[src/rtl/gf_fit_pkg.sv]
// Shared widths and FSM encoding for the track-fit best-combination selector.
package gf_fit_pkg;

    localparam int GF_CHI2_W = 16;
    localparam int GF_NCOMB  = 6;

    typedef enum logic [1:0] {
        ST_IDLE  = 2'd0,
        ST_ACCUM = 2'd1,
        ST_HOLD  = 2'd2
    } fit_state_t;

endpackage

[src/rtl/chi2_cmp.sv]
// Strict-less chi-square compare: a tie keeps the current (earlier) candidate.
module chi2_cmp #(
    parameter int W = 16
) (
    input  logic [W-1:0] chi2_new,
    input  logic [W-1:0] chi2_cur,
    output logic         take_new
);

    assign take_new = chi2_new < chi2_cur;

endmodule

[src/rtl/chi2_best_sel.sv]
// Picks the minimum-chi2 fit combination of a track and holds it for the consumer.
module chi2_best_sel
    import gf_fit_pkg::*;
#(
    parameter int CHI2_W = GF_CHI2_W,
    parameter int NCOMB  = GF_NCOMB
) (
    input  logic              clock,
    input  logic              reset_n,
    input  logic              comb_valid,
    input  logic              comb_first,
    input  logic              comb_last,
    input  logic [2:0]        sel_chi,
    input  logic [CHI2_W-1:0] chi2,
    input  logic [4:0]        hitmap,
    input  logic [4:0]        lcmap,
    input  logic [CHI2_W-1:0] chi2_max,
    output logic              in_ready,
    output logic              best_valid,
    input  logic              out_ready,
    output logic [2:0]        best_sel,
    output logic [CHI2_W-1:0] best_chi2,
    output logic [4:0]        best_hitmap,
    output logic [4:0]        best_lcmap,
    output logic              best_pass,
    output logic [2:0]        best_ncomb,
    output logic              seq_err
);

    localparam logic [2:0] NCOMB3 = 3'(NCOMB);

    fit_state_t        state, state_nx;
    logic [2:0]        cand_sel, count, nx_sel, nx_count;
    logic [CHI2_W-1:0] cand_chi2, nx_chi2;
    logic [4:0]        cand_hit, cand_lc, nx_hit, nx_lc;
    logic              sel_ok, accept, start, cont, stray, overrun, finish;
    logic              take_new, take, err_now;

    chi2_cmp #(.W(CHI2_W)) u_cmp (
        .chi2_new (chi2),
        .chi2_cur (cand_chi2),
        .take_new (take_new)
    );

    always_ff @(posedge clock or negedge reset_n) begin
        if (!reset_n) state <= ST_IDLE;
        else          state <= state_nx;
    end

    always_comb begin
        in_ready = (state == ST_HOLD) ? out_ready : 1'b1;
        sel_ok   = sel_chi < NCOMB3;
        accept   = comb_valid & in_ready & sel_ok;
        // A first always restarts; a non-first only counts while accumulating.
        start    = accept & comb_first;
        cont     = accept & ~comb_first & (state == ST_ACCUM);
        stray    = accept & ~comb_first & (state != ST_ACCUM);
        overrun  = cont & (count == NCOMB3) & ~comb_last;
        finish   = ((start | cont) & comb_last) | overrun;
        err_now  = (comb_valid & ~sel_ok) | stray | overrun | (start & (state == ST_ACCUM));
        take     = start | (cont & take_new);
        nx_sel   = take ? sel_chi : cand_sel;
        nx_chi2  = take ? chi2    : cand_chi2;
        nx_hit   = take ? hitmap  : cand_hit;
        nx_lc    = take ? lcmap   : cand_lc;
        nx_count = start ? 3'd1 : (count == NCOMB3) ? count : count + 3'd1;

        state_nx = state;
        if (finish)                             state_nx = ST_HOLD;
        else if (start | cont)                  state_nx = ST_ACCUM;
        else if (state == ST_HOLD && out_ready) state_nx = ST_IDLE;
    end

    always_ff @(posedge clock or negedge reset_n) begin
        if (!reset_n) begin
            cand_sel    <= '0;
            cand_chi2   <= '0;
            cand_hit    <= '0;
            cand_lc     <= '0;
            count       <= '0;
            best_valid  <= 1'b0;
            best_sel    <= '0;
            best_chi2   <= '0;
            best_hitmap <= '0;
            best_lcmap  <= '0;
            best_pass   <= 1'b0;
            best_ncomb  <= '0;
            seq_err     <= 1'b0;
        end else begin
            if (start | cont) begin
                cand_sel  <= nx_sel;
                cand_chi2 <= nx_chi2;
                cand_hit  <= nx_hit;
                cand_lc   <= nx_lc;
                count     <= nx_count;
            end
            // Result registers load on the accepting edge of the last combination.
            if (finish) begin
                best_sel    <= nx_sel;
                best_chi2   <= nx_chi2;
                best_hitmap <= nx_hit;
                best_lcmap  <= nx_lc;
                best_pass   <= nx_chi2 <= chi2_max;
                best_ncomb  <= nx_count;
            end
            best_valid <= state_nx == ST_HOLD;
            if (err_now) seq_err <= 1'b1;
        end
    end

endmodule

[config.mk]
export PLATFORM = sky130hd
export DESIGN_NAME = chi2_best_sel
export DESIGN_NICKNAME = d
export VERILOG_FILES = /design/src/rtl/gf_fit_pkg.sv /design/src/rtl/chi2_cmp.sv /design/src/rtl/chi2_best_sel.sv
export SDC_FILE = /design/constraint.sdc
export NUM_CORES = 1
export LEC_CHECK = 0
export ABC_AREA = 1
export CORE_ASPECT_RATIO = 1.5
export CORE_MARGIN = 2
export CORE_UTILIZATION = 55
export DETAILED_ROUTE_END_ITERATION = 12
export PLACE_DENSITY = 0.93
export SYNTH_ARGS = -nofsm -noshare
export SYNTH_HDL_FRONTEND = slang
export SYNTH_HIERARCHICAL = 1
export SYNTH_SLANG_ARGS = --single-unit
[constraint.sdc]
create_clock -name clock -period 5.4 [get_ports clock]
set_input_delay 1.08 -clock clock [delete_from_list [all_inputs] [get_ports clock]]
set_output_delay 1.08 -clock clock [all_outputs]
set_load 0.005 [all_outputs]
---- Word level (Yosys, flattened, before mapping) ----
Cells that the tools add are included.
word-level totals
  flip-flop bits (word level) ............. 69
  logic and storage cells ................. 55
cells by class
  add/sub/neg operators ................... 1
  $lt $le $gt $ge ......................... 3
  eq/ne operators ......................... 5
  mux-type cells .......................... 10
  bitwise operators ....................... 21
  reduce and logical (&&, ||, !) cells .... 1
operator list
  cell                                                                   count
  16-bit <= comparator                                                   1
  16-bit < comparator                                                    1
  16-bit two-way mux                                                     1
  1-bit bitwise AND                                                      12
  5-bit two-way mux                                                      2
  3-bit two-way mux                                                      3
  2-bit two-way mux                                                      3
  1-bit OR                                                               6
  2-bit equality test, second input constant                             2
  3-bit by 1-bit adder with 3-bit output, second input constant          1
  3-bit equality test, second input constant                             1
  3-bit < comparator, second input constant                              1
  1-bit inverter                                                         3
  2-bit by 1-bit equality test with 1-bit output, second input constant  1
  2-bit by 1-bit != test with 1-bit output, second input constant        1
  1-bit logical AND                                                      1
  1-bit two-way mux                                                      1

---- Logic depth before layout (Yosys ltp) ----
Gate-level depths: netlist (run 1).
  word-level depth ........................ 11
  mapped depth ............................ 29

---- Hierarchy ----
The synthesis (run 1) kept the hierarchy.
by module, submodules not included
  module         times used  cells an instance  area an instance (um^2)  sequential area each (um^2)
  chi2_best_sel  1           431                3604.7                   1726.7
  chi2_cmp       1           66                 399.1                    0.0

---- Least setup slack after synthesis (run 1) ----
OpenSTA, ideal clock, no wires.
  path kind ............................... input port to flip-flop
  start point ............................. input chi2[5]
  end point ............................... register best_pass
  library setup time ...................... 0.117 ns
  arrival time ............................ 3.257 ns
  data required time ...................... 5.283 ns
  setup slack ............................. 2.027 ns
  stages on the path ...................... 19
  cells stage by stage .................... ha_1 a21oi_1 nor2_1 nor3_2 nand2_1 a21oi_1 inv_1 nand2_1 clkbuf_1 nand3b_1 and2_1 ha_1 nand4_1 nor3_1 nand2_1 nand2_1 nand2_1 nand2_1 nand2_1
between the ends
  word-level cells in the longest chain between the ends .. 5
ends and longest elaborated chain
  what                  line                  source
  start, declared       chi2_best_sel.sv:14   input logic [CHI2_W-1:0] chi2,
  16-bit < comparator   chi2_cmp.sv:10        assign take_new = chi2_new < chi2_cur;
  named net take_new    chi2_best_sel.sv:37   logic take_new, take, err_now;
  1-bit bitwise AND     chi2_best_sel.sv:61   take = start | (cont & take_new);
  1-bit OR              chi2_best_sel.sv:61
  16-bit two-way mux    chi2_best_sel.sv:63   nx_chi2 = take ? chi2 : cand_chi2;
  named net nx_chi2[9]  chi2_best_sel.sv:34   logic [CHI2_W-1:0] cand_chi2, nx_chi2;
  16-bit <= comparator  chi2_best_sel.sv:103  best_pass <= nx_chi2 <= chi2_max;
  end signal, assigned  chi2_best_sel.sv:103
  end, declared         chi2_best_sel.sv:25   output logic best_pass,
The timed path passes the listed nets, and every way through them passes these cells.
A chain may end at the register's enable or synchronous reset.

---- Final worst setup path (run 1) ----
Ends and elaborated chain as after synthesis.

==> results of run 1 <==
==> flip-flops by register name (all words and copies together) (netlist names), 2 cells and up <==
signal       cells
cand_chi2       16
best_sel         3
cand_sel         3
best_ncomb       3
best_lcmap       5
best_hitmap      5
state            2
cand_lc          5
count            3
best_chi2       16
cand_hit         5
==> worst register-to-register path, delay by kind of cell, from the launching register on <==
family,cells,cell delay (ns)
adders and majority gates,2,0.58
DFF,1,0.35
and+or+nand+nor,15,1.47
AOI/OAI and AO/OA,2,0.30
buffers and inverters,3,0.45
==> cell usage after synthesis, types with 2 or more instances <==
library cell	number	area [um^2]
a21oi_1	13	65.06
and2_1	43	269.0
buf_2	12	60.06
clkbuf_1	2	7.510
dfrtp_1	69	1727
ha_1	33	412.9
inv_1	78	292.8
inv_2	2	7.510
nand2_1	143	536.8
nand3_1	35	175.2
nand3_2	2	20.02
nand3b_1	29	217.7
nand4_1	2	12.51
nor2_1	12	45.04
nor3_1	2	10.01
o21ai_0	11	55.05
==> worst max path at each step <==
stage               startpoint   endpoint  slack (ns)  cells past startpoint
floorplan              chi2[5]  best_pass        2.03                     19
global placement      chi2[11]  best_pass        1.14                     22
detailed placement    chi2[11]  best_pass        1.08                     22
CTS                   chi2[11]  best_pass        1.40                     22
global route          chi2[11]  best_pass        1.16                     21
finish                 chi2[5]  best_pass        1.36                     22
==> cells by family after synthesis <==
group | synth area share [%]
flip-flops | 43.13
XOR/XNOR | 0.2188
adder cells (fa/ha/maj) | 10.31
AND/OR/NAND/NOR | 32.84
AO/OA/AOI/OAI | 3.781
buffers and inverters | 9.469
multiplexers | 0.2500
==> through the flow <==
step	instances	cell area, um^2	util [%]	setup slack (ns)	total power, W
3_5_place_dp	652	4911	68.86	1.084	0.002042
4_1_cts	668	5136	72.02	1.404	0.002538
3_3_place_gp	652	4911	68.86	1.145	0.001983
5_1_grt	668	5136	72.02	1.157	0.002734
2_1_floorplan	497	4004	-	2.027	0.001552
6_report	668	5136	72.02	1.362	0.002526
==> power groups by stage <==
| stage | registers, W | logic (W) | clock network, W |
|---|---|---|---|
| floorplan | 0.000875 | 0.000676 | 0 |
| global placement | 0.000877 | 0.00111 | 0 |
| detailed placement | 0.000889 | 0.00115 | 0 |
| CTS | 0.000883 | 0.00117 | 0.000486 |
| global route | 0.000908 | 0.00132 | 0.000506 |
| finish | 0.000882 | 0.00117 | 0.000478 |
==> cell usage in the layout, fill, tap and decap left out, drive strengths merged, types with 14 or more instances in the layout <==
cell	netlist	routed
inv	80	80
and2	43	43
nand2	144	144
nand3	37	37
a21oi	14	14
dfrtp	69	69
ha	33	33
clkdlybuf4s50	0	85
nand3b	29	29
==> metal layers <==
layer / track usage, % / up-vias
li1: - / 1722
met2: 43.56 / 133
met1: 29.02 / 1660
met5: 0 / -
met4: 11.69 / 0
met3: 6.337 / 24
==> final cells by class <==
type / instances / area (um^2)
Multi-Input combinational cell: 333 / 1898
Inverter: 80 / 300.3
Sequential cell: 69 / 1727
Tap cell: 80 / 100.1
Timing Repair Buffer: 90 / 885.9
Clock inverter: 4 / 70.07
Fill cell: 540 / 1996
Clock buffer: 12 / 155.1
==> flow_summary_export.csv, run 1 <==
group,metric,value,unit
setup_path,setup.worst_path.end_class,"flop",
setup_path,cp_max_fo,29,
worst_hold_path,hold_path_depth,2,
final_layout,drive_gt1_share,4.762,%
drt,vias,3539,
synthesis,synth_cells,497,
synthesis,yosysUniqueCellTypes,25,
pwr,power_frac_clock,18.9,%
sta,relSlewSlack,46.98,%
setup_path,critPathLaunchType,"primary input",
pwr,p_leak,2.699,nW
clocking,clk_path_buf_depth,2,
drt,first_pass_iters,5,
clocking,cts.sinks,69,
synthesis,synthFlopType,"dfrtp_1",
clocking,cts_resized,0,
die,ios,87,
global_routing,grt_use_total,25.36,%
synthesis,syn_area,4004,um^2
setup_path,reg2reg_to,"best_pass",
drt,met1_length,3841,um
sta,tightest_slew,0.7953,ns
sta,fmax,0.2477,GHz
die,start_util,56.14,%
pwr,switching_share,36.11,%
global_routing,grt_pass1_wl,15610,um
global_routing,grt_pass1_vias,3588,
pwr,p_comb_share,46.2,%
final_layout,nets,667,
drt,vias_per_cell,5.298,
pwr,power.switching,0.0009120,W
die,fp.dieW,73.67,um
job,maxCapViolCount,0,
sta,timing.final.hold_violations,0,
setup_path,worstPathCellList,"clkdlybuf4s50_1 > ha_1 > a21oi_1 > nor2_1 > nor3_2 > nand2_1 > a21oi_1 > inv_1 > nand2_1 > buf_4 > nand3b_1 > and2_1 > ha_1 > nand2_1 > nor2_1 > nand2_1 > nand2_1 > nand2_1 > nand2_1 > nand2_1 > nand2_1 > nand2_1",
setup_path,cp_common_cell,"nand2_1",
setup_path,r2r_slack,2.16,ns
global_routing,grt_max_degree,37,
synthesis,synth-seq-cells,69,
place,routabilityCongestion,0.9241,
worst_hold_path,holdCritPathClass,"flop to flop",
setup_path,crit_arrival,4.27,ns
die,num_rows,38,
setup_path,reg2reg_depth,22,
setup_path,path_buf_inv,3,
sta,setup_tns,0,ns
place,dp_hpwl,6661,um
worst_hold_path,holdCritStartpoint,"seq_err",
clocking,clkTransAtPathRegs,0.07,ns
outcome,outcome,"completed",
sta,period_needed,4.038,ns
clocking,post-cts-setup-buffers,0,
pwr,p_int,0.001614,W
final_layout,area_growth,28.28,%
synthesis,synthArstFlopShare,100.0,%
pwr,p_per_area,491.8,nW/um^2
synthesis,syn_area_per_cell,8.056,um^2
setup_path,r2r-start,"cand_chi2[5]",
clocking,cts_inserted_buffers,9,
synthesis,synth_nets,581,
die,dieArea,7992,um^2
synthesis,synth_warnings,6,
worst_hold_path,hold_end,"seq_err",
drt,drtIter0Drc,207,
global_routing,antenna_found_initial,0,
synthesis,synth_edf_count,0,
sta,finalCritPeriodShare,74.77,%
clocking,cts_tree,"built",
sta,rsz0062_at_grt,"no",
pwr,p_seq_share,34.9,%
drt,ant_nets,0,
sta,setup_viol,0,
clocking,clock_latency,0.35,ns
setup_path,crit_type,"primary input to flop",
setup_path,cpPeakStageDelay,0.42,ns
clocking,h-tree-depth,3,
drt,wl_per_cell,14.42,um
drt,top_layer,"met4",
synthesis,ys_seq_area_share,43.13,%
sta,slew_violations,0,
pwr,peakVddDrop,0.3314,mV
sta,fin_hold_ws,0.4813,ns
global_routing,overflow,0,
drt,route.met2.wl,5006,um
clocking,cts-root-buf,"clkbuf_8",
drt,wl_met3,557,um
final_layout,antennaDiodeCount,0,
clocking,hold_buffers,0,
place,numPortBuffers,86,
setup_path,cp_data_required_time,5.63,ns
setup_path,crit_family,"simple AND/OR/NAND/NOR gates",
drt,drc_errors,0,
setup_path,cp_slowest_cell,"clkdlybuf4s50_1",
drt,wirelength,9632,um
die,core,7132,um^2
die,dieHeight,108.5,um
sta,fin_skew,0.008550,ns
No activity file was read; power rests on OpenSTA's default activity.
==> run 2, diff against run 1 <==
CORE_UTILIZATION = 51   (was 55)
PLACE_DENSITY = 0.87   (was 0.93)
clock period = 3.99 ns   (was 5.4 ns; I/O delays follow)
==> run 2 against run 1 <==
Net effect: routed wire length is 1.0% higher; critical path depth fell by 2; cell area increased by 3.8%; sequential power is 35% higher; sequential share of layout area is 1.2 points lower; hold slack worse by 0.010 ns; register-to-register slack worse by 1.3 ns; combinational power rose by 37%; die area rose by 7.5%; largest cell class unchanged.
==> flow_summary_export.csv, run 2 (same netlist as run 1, synthesis figures left out) <==
group,metric,value,unit
outcome,outcome,"completed",
clocking,cts_inserted_buffers,9,
pwr,p_int,0.002451,W
final_layout,layout_common_cells,"143 x nand2_1, 85 x clkdlybuf4s50_1, 78 x inv_1, 69 x dfrtp_1, 43 x and2_1",
sta,setup_tns,0,ns
clocking,cts_tree,"built",
place,post-place-ws,0.02738,ns
clocking,cts-root-buf,"clkbuf_16",
final_layout,drive_gt1_share,5.396,%
final_layout,antennaDiodeCount,0,
drt,vias,3505,
drt,drc_errors,0,
drt,drtIter0Drc,155,
drt,wirelength,9729,um
job,maxCapViolCount,0,
sta,period_needed,3.666,ns
setup_path,critPathLaunchType,"primary input",
worst_hold_path,holdCritStartpoint,"seq_err",
sta,tightest_slew,0.8256,ns
global_routing,overflow,0,
clocking,clk_path_buf_depth,2,
setup_path,cp_common_cell,"nand2_1",
pwr,p_leak,2.779,nW
global_routing,gr-usage-met3,5.949,%
place,dp_hpwl,6809,um
setup_path,cp_data_required_time,4.21,ns
die,dieHeight,112.5,um
sta,finalCritPeriodShare,91.88,%
setup_path,crit_type,"primary input to flop",
pwr,p_comb_share,43.3,%
place,dpl.cell_count,679,
die,num_rows,39,
pwr,peakVddDrop,0.5019,mV
clocking,h-tree-depth,3,
setup_path,crit_path_start,"chi2[11]",
sta,slew_violations,0,
sta,timing.final.hold_violations,0,
pwr,power_frac_clock,24.6,%
drt,wl_per_cell,14.00,um
setup_path,r2r-start,"cand_chi2[11]",
final_layout,area_growth,33.12,%
setup_path,worstPathCellList,"clkdlybuf4s50_1 > ha_1 > a21oi_1 > o21ai_0 > nand2_1 > nand2_1 > a21oi_1 > inv_1 > nand2_1 > buf_4 > nand3b_1 > and2_1 > ha_1 > nand2_1 > nor3_1 > nand2_1 > nand2_1 > nand2_1 > nand2_1 > nand2_1",
clocking,hold_buffers,0,
clocking,post-cts-setup-buffers,0,
sta,rsz0062_at_grt,"no",
clocking,clock_latency,0.33,ns
clocking,clkTransAtPathRegs,0.05,ns
die,start_util,52.60,%
global_routing,grtUsageMet2,41.65,%
place,routabilityCongestion,0.8326,
setup_path,setup.worst_path.end_class,"flop",
clocking,cts.sinks,69,
sta,fmax,0.2728,GHz
sta,relSlewSlack,44.96,%
drt,first_pass_iters,4,
pwr,p_seq_share,32.1,%
pwr,switching_share,33.89,%
final_layout,top_regs,"best_chi2: 16 flops, cand_chi2: 16 flops",
sta,post-route-worst-setup-slack,0.3240,ns
drt,ant_nets,0,
pwr,power.switching,0.001256,W
global_routing,grt_pass1_wl,16310,um
global_routing,grt_pass1_vias,3579,
clocking,cts_resized,0,
global_routing,grt_busiest_layer,"met2",
pwr,p_per_area,695.5,nW/um^2
final_layout,final_common_cell,"nand2_1",
global_routing,grt_use_total,23.55,%
place,numPortBuffers,86,
worst_hold_path,holdCritPathClass,"flop to flop",
setup_path,crit_arrival,3.88,ns
die,ios,87,
global_routing,grt_max_degree,38,
drt,vias_per_cell,5.043,
global_routing,antenna_found_initial,0,
global_routing,use_met1,27.10,%
setup_path,cpPeakStageDelay,0.44,ns
sta,setup_viol,0,
sta,fin_skew,0.003901,ns
final_layout,fin_cells,695,
die,dieArea,8590,um^2
setup_path,cp_slowest_cell,"clkdlybuf4s50_1",
final_layout,nets,672,
pwr,fin_total_pwr,0.003707,W
die,fp.dieW,76.35,um
die,core,7612,um^2
setup_path,cp_max_fo,18,
## run 2: cell types whose count changed in the layout (fill, tap and decap cells not counted)
cell	before	now
buf_12	0	1
buf_4	4	8
bufinv_16	2	3
clkbuf_1	1	2
clkbuf_16	0	9
clkbuf_8	11	1
clkinv_2	2	1
## run 2: layout make-up
class | count | area [um^2]
inverter | 80 | 300.3
clock buffer | 12 | 246.5
clock inverter | 4 | 95.09
fill | 617 | 2282
sequential | 69 | 1727
multi-input combinational | 333 | 1898
tap | 102 | 127.6
timing repair buffer | 95 | 935.9
## run 2: critical path: cells and delay by family
kind            cells  cell delay (ns)
simple gates       12             1.28
compound gates      3             0.44
buf+inv             3             0.75
fa+ha+maj           2             0.62
## run 2: path summary, 6_finish.rpt
check	to	slack, ns	depth (start not counted)
min reg2reg	seq_err	0.47	2
min in group asynchronous	best_lcmap[2]	0.56	1
max	best_pass	0.32	20
max reg2reg	best_pass	0.88	20
min	seq_err	0.47	2
max in group asynchronous	cand_chi2[4]	2.50	2
## run 2: power groups by stage
stage / logic (W) / clock network, W / registers (W)
global placement: 0.00153 / 0 / 0.00118
CTS: 0.00161 / 0.000923 / 0.00119
finish: 0.00160 / 0.000912 / 0.00119
detailed placement: 0.00158 / 0 / 0.00120
global route: 0.00181 / 0.000956 / 0.00123
floorplan: 0.000915 / 0 / 0.00118
## run 2: through the flow
stage                     area, um^2  hold WS [ns]  util, %
after global routing            5330        0.4936    70.02
after floorplan                 4004        0.4568        -
after global placement          4989        0.4593    65.53
final                           5330        0.4712    70.02
after CTS                       5330        0.4742    70.02
after detailed placement        4989        0.4579    65.53
## run 2: routing by layer
metal	routed length [um]	part of all wire [%]	vias to the layer above
li1	-	-	1732
met1	3978	41	1664
met2	5005	51	88
met3	515	5.3	21
met4	230	2.4	0
met5	0	0	-
==> run 3, diff against run 2 <==
ABC_CLOCK_PERIOD_IN_PS = 3990   (was not set)
CORE_MARGIN = 10   (was 2)
==> run 3 against run 2 <==
Net effect: clock power fell by 18%; via count decreased by 1.2%; sequential power hardly changed; sequential cell count stayed put.
==> flow_summary_export.csv, run 3 (same netlist as run 1, synthesis figures left out) <==
group,metric,value,unit
sta,setup_tns,0,ns
drt,first_pass_iters,4,
sta,period_needed,3.705,ns
setup_path,crit_type,"primary input to flop",
global_routing,use_met1,18.60,%
drt,drc_errors,0,
sta,tightest_slew,0.8419,ns
setup_path,setup.worst_path.end_class,"flop",
sta,relSlewSlack,43.87,%
setup_path,cp_data_required_time,4.21,ns
clocking,clkTransAtPathRegs,0.05,ns
clocking,clk_path_buf_depth,2,
drt,wirelength,10470,um
clocking,post-cts-setup-buffers,0,
drt,ant_nets,0,
place,post-place-ws,-0.06675,ns
die,core,7661,um^2
place,routabilityCongestion,0.8927,
setup_path,r2r_slack,0.82,ns
die,fp.dieW,92.35,um
global_routing,gr-usage-met3,5.471,%
clocking,cts.sinks,69,
die,ios,87,
clocking,cts_inserted_buffers,9,
setup_path,critPathLaunchType,"primary input",
final_layout,layout_common_cells,"143 x nand2_1, 85 x clkdlybuf4s50_1, 78 x inv_1, 69 x dfrtp_1, 43 x and2_1",
worst_hold_path,holdCritStartpoint,"seq_err",
sta,slew_violations,0,
drt,wl_per_cell,15.09,um
clocking,cts_tree,"built",
global_routing,grt_max_degree,38,
setup_path,cp_max_fo,19,
global_routing,grt_pass1_wl,17530,um
sta,fmax,0.2699,GHz
die,dieArea,11870,um^2
final_layout,final_common_cell,"nand2_1",
drt,vias_per_cell,4.991,
setup_path,reg2reg_to,"best_pass",
outcome,outcome,"completed",
clocking,h-tree-depth,3,
final_layout,design_area,5255,um^2
drt,drtIter0Drc,176,
final_layout,area_growth,31.25,%
sta,setup_viol,0,
final_layout,utilization,68.59,%
die,num_rows,39,
place,dp_hpwl,7813,um
sta,timing.final.hold_violations,0,
global_routing,grt_use_total,18.12,%
sta,finalCritPeriodShare,92.86,%
worst_hold_path,hold_end,"seq_err",
sta,rsz0062_at_grt,"no",
clocking,cts-root-buf,"clkbuf_16",
setup_path,reg2reg_depth,20,
global_routing,grt_pass1_vias,3779,
pwr,p_per_area,673.8,nW/um^2
place,placed_area,4976,um^2
global_routing,antenna_found_initial,0,
sta,post-route-worst-setup-slack,0.2848,ns
global_routing,grtUsageMet2,34.00,%
setup_path,r2r-start,"cand_chi2[5]",
final_layout,top_regs,"best_chi2: 16 flops, cand_chi2: 16 flops",
clocking,hold_buffers,0,
pwr,peakVddDrop,0.3851,mV
final_layout,antennaDiodeCount,0,
sta,fin_hold_ws,0.4688,ns
global_routing,overflow,0,
sta,fin_skew,0.004434,ns
final_layout,drive_gt1_share,5.236,%
drt,vias,3464,
die,dieHeight,128.5,um
clocking,clock_latency,0.33,ns
worst_hold_path,holdCritPathClass,"flop to flop",
die,start_util,52.26,%
place,numPortBuffers,86,
worst_hold_path,hold_path_depth,2,
clocking,cts_resized,0,
job,maxCapViolCount,0,
final_layout,nets,672,
global_routing,grt_busiest_layer,"met2",
setup_path,crit_arrival,3.93,ns
pwr,p_leak,2.745,nW
## run 3: cell types whose count changed in the layout (fill, tap and decap cells not counted)
cell,delta
buf_12,-1
bufinv_16,-3
clkbuf_8,+2
buf_4,+1
## run 3: power breakdown
group / internal [W] / total (W) / switching [W]
clock: 0.000467 / 0.000744 / 0.000277
sequential: 0.00103 / 0.00119 / 0.000168
combinational: 0.000794 / 0.00160 / 0.000810
total: 0.00229 / 0.00354 / 0.00125
## run 3: final cells by class
class / count / area [um^2]
clock buffers: 14 / 274.0
clock inverters: 1 / 5.005
fillers: 623 / 2406
inverters: 80 / 300.3
multi-input cells: 333 / 1898
flip-flops and latches: 69 / 1727
well taps: 102 / 127.6
repair buffers: 95 / 923.4
## run 3: metrics by stage
step           std cells  power (W)
6_report             694   0.003541
5_1_grt              694   0.003842
4_1_cts              694   0.003574
3_5_place_dp         679   0.002800
3_3_place_gp         679   0.002733
2_1_floorplan        497   0.002100
## run 3: worst max path at each step
stage / from / to / slack, ns / cells after the start
finish: chi2[1] / best_pass / 0.28 / 22
global placement: chi2[5] / best_pass / -0.01 / 20
detailed placement: chi2[1] / best_pass / -0.07 / 22
floorplan: chi2[5] / best_pass / 0.90 / 19
global route: chi2[5] / best_pass / 0.01 / 20
CTS: chi2[5] / best_pass / 0.27 / 20
## run 3: layer usage
layer	routed length (um)	part of all wire, %	vias up
met4	177	1.7	0
met2	5551	53	90
met5	0	0	-
li1	-	-	1733
met3	626	6.0	14
met1	4118	39	1627
## run 3: critical path, cell delays in order
cell             delay (ns)
clkdlybuf4s50_1        0.46
ha_1                   0.31
nand2_1                0.07
nand2_1                0.07
nand2_1                0.07
nand2_1                0.06
nand2_1                0.06
nand2_1                0.09
a21oi_1                0.14
inv_1                  0.06
nand2_1                0.08
buf_4                  0.26
nand3b_1               0.15
and2_1                 0.19
ha_1                   0.29
nand2_1                0.10
nor3_1                 0.37
nand2_1                0.10
nand2_1                0.07
nand2_1                0.04
nand2_1                0.05
nand2_1                0.05
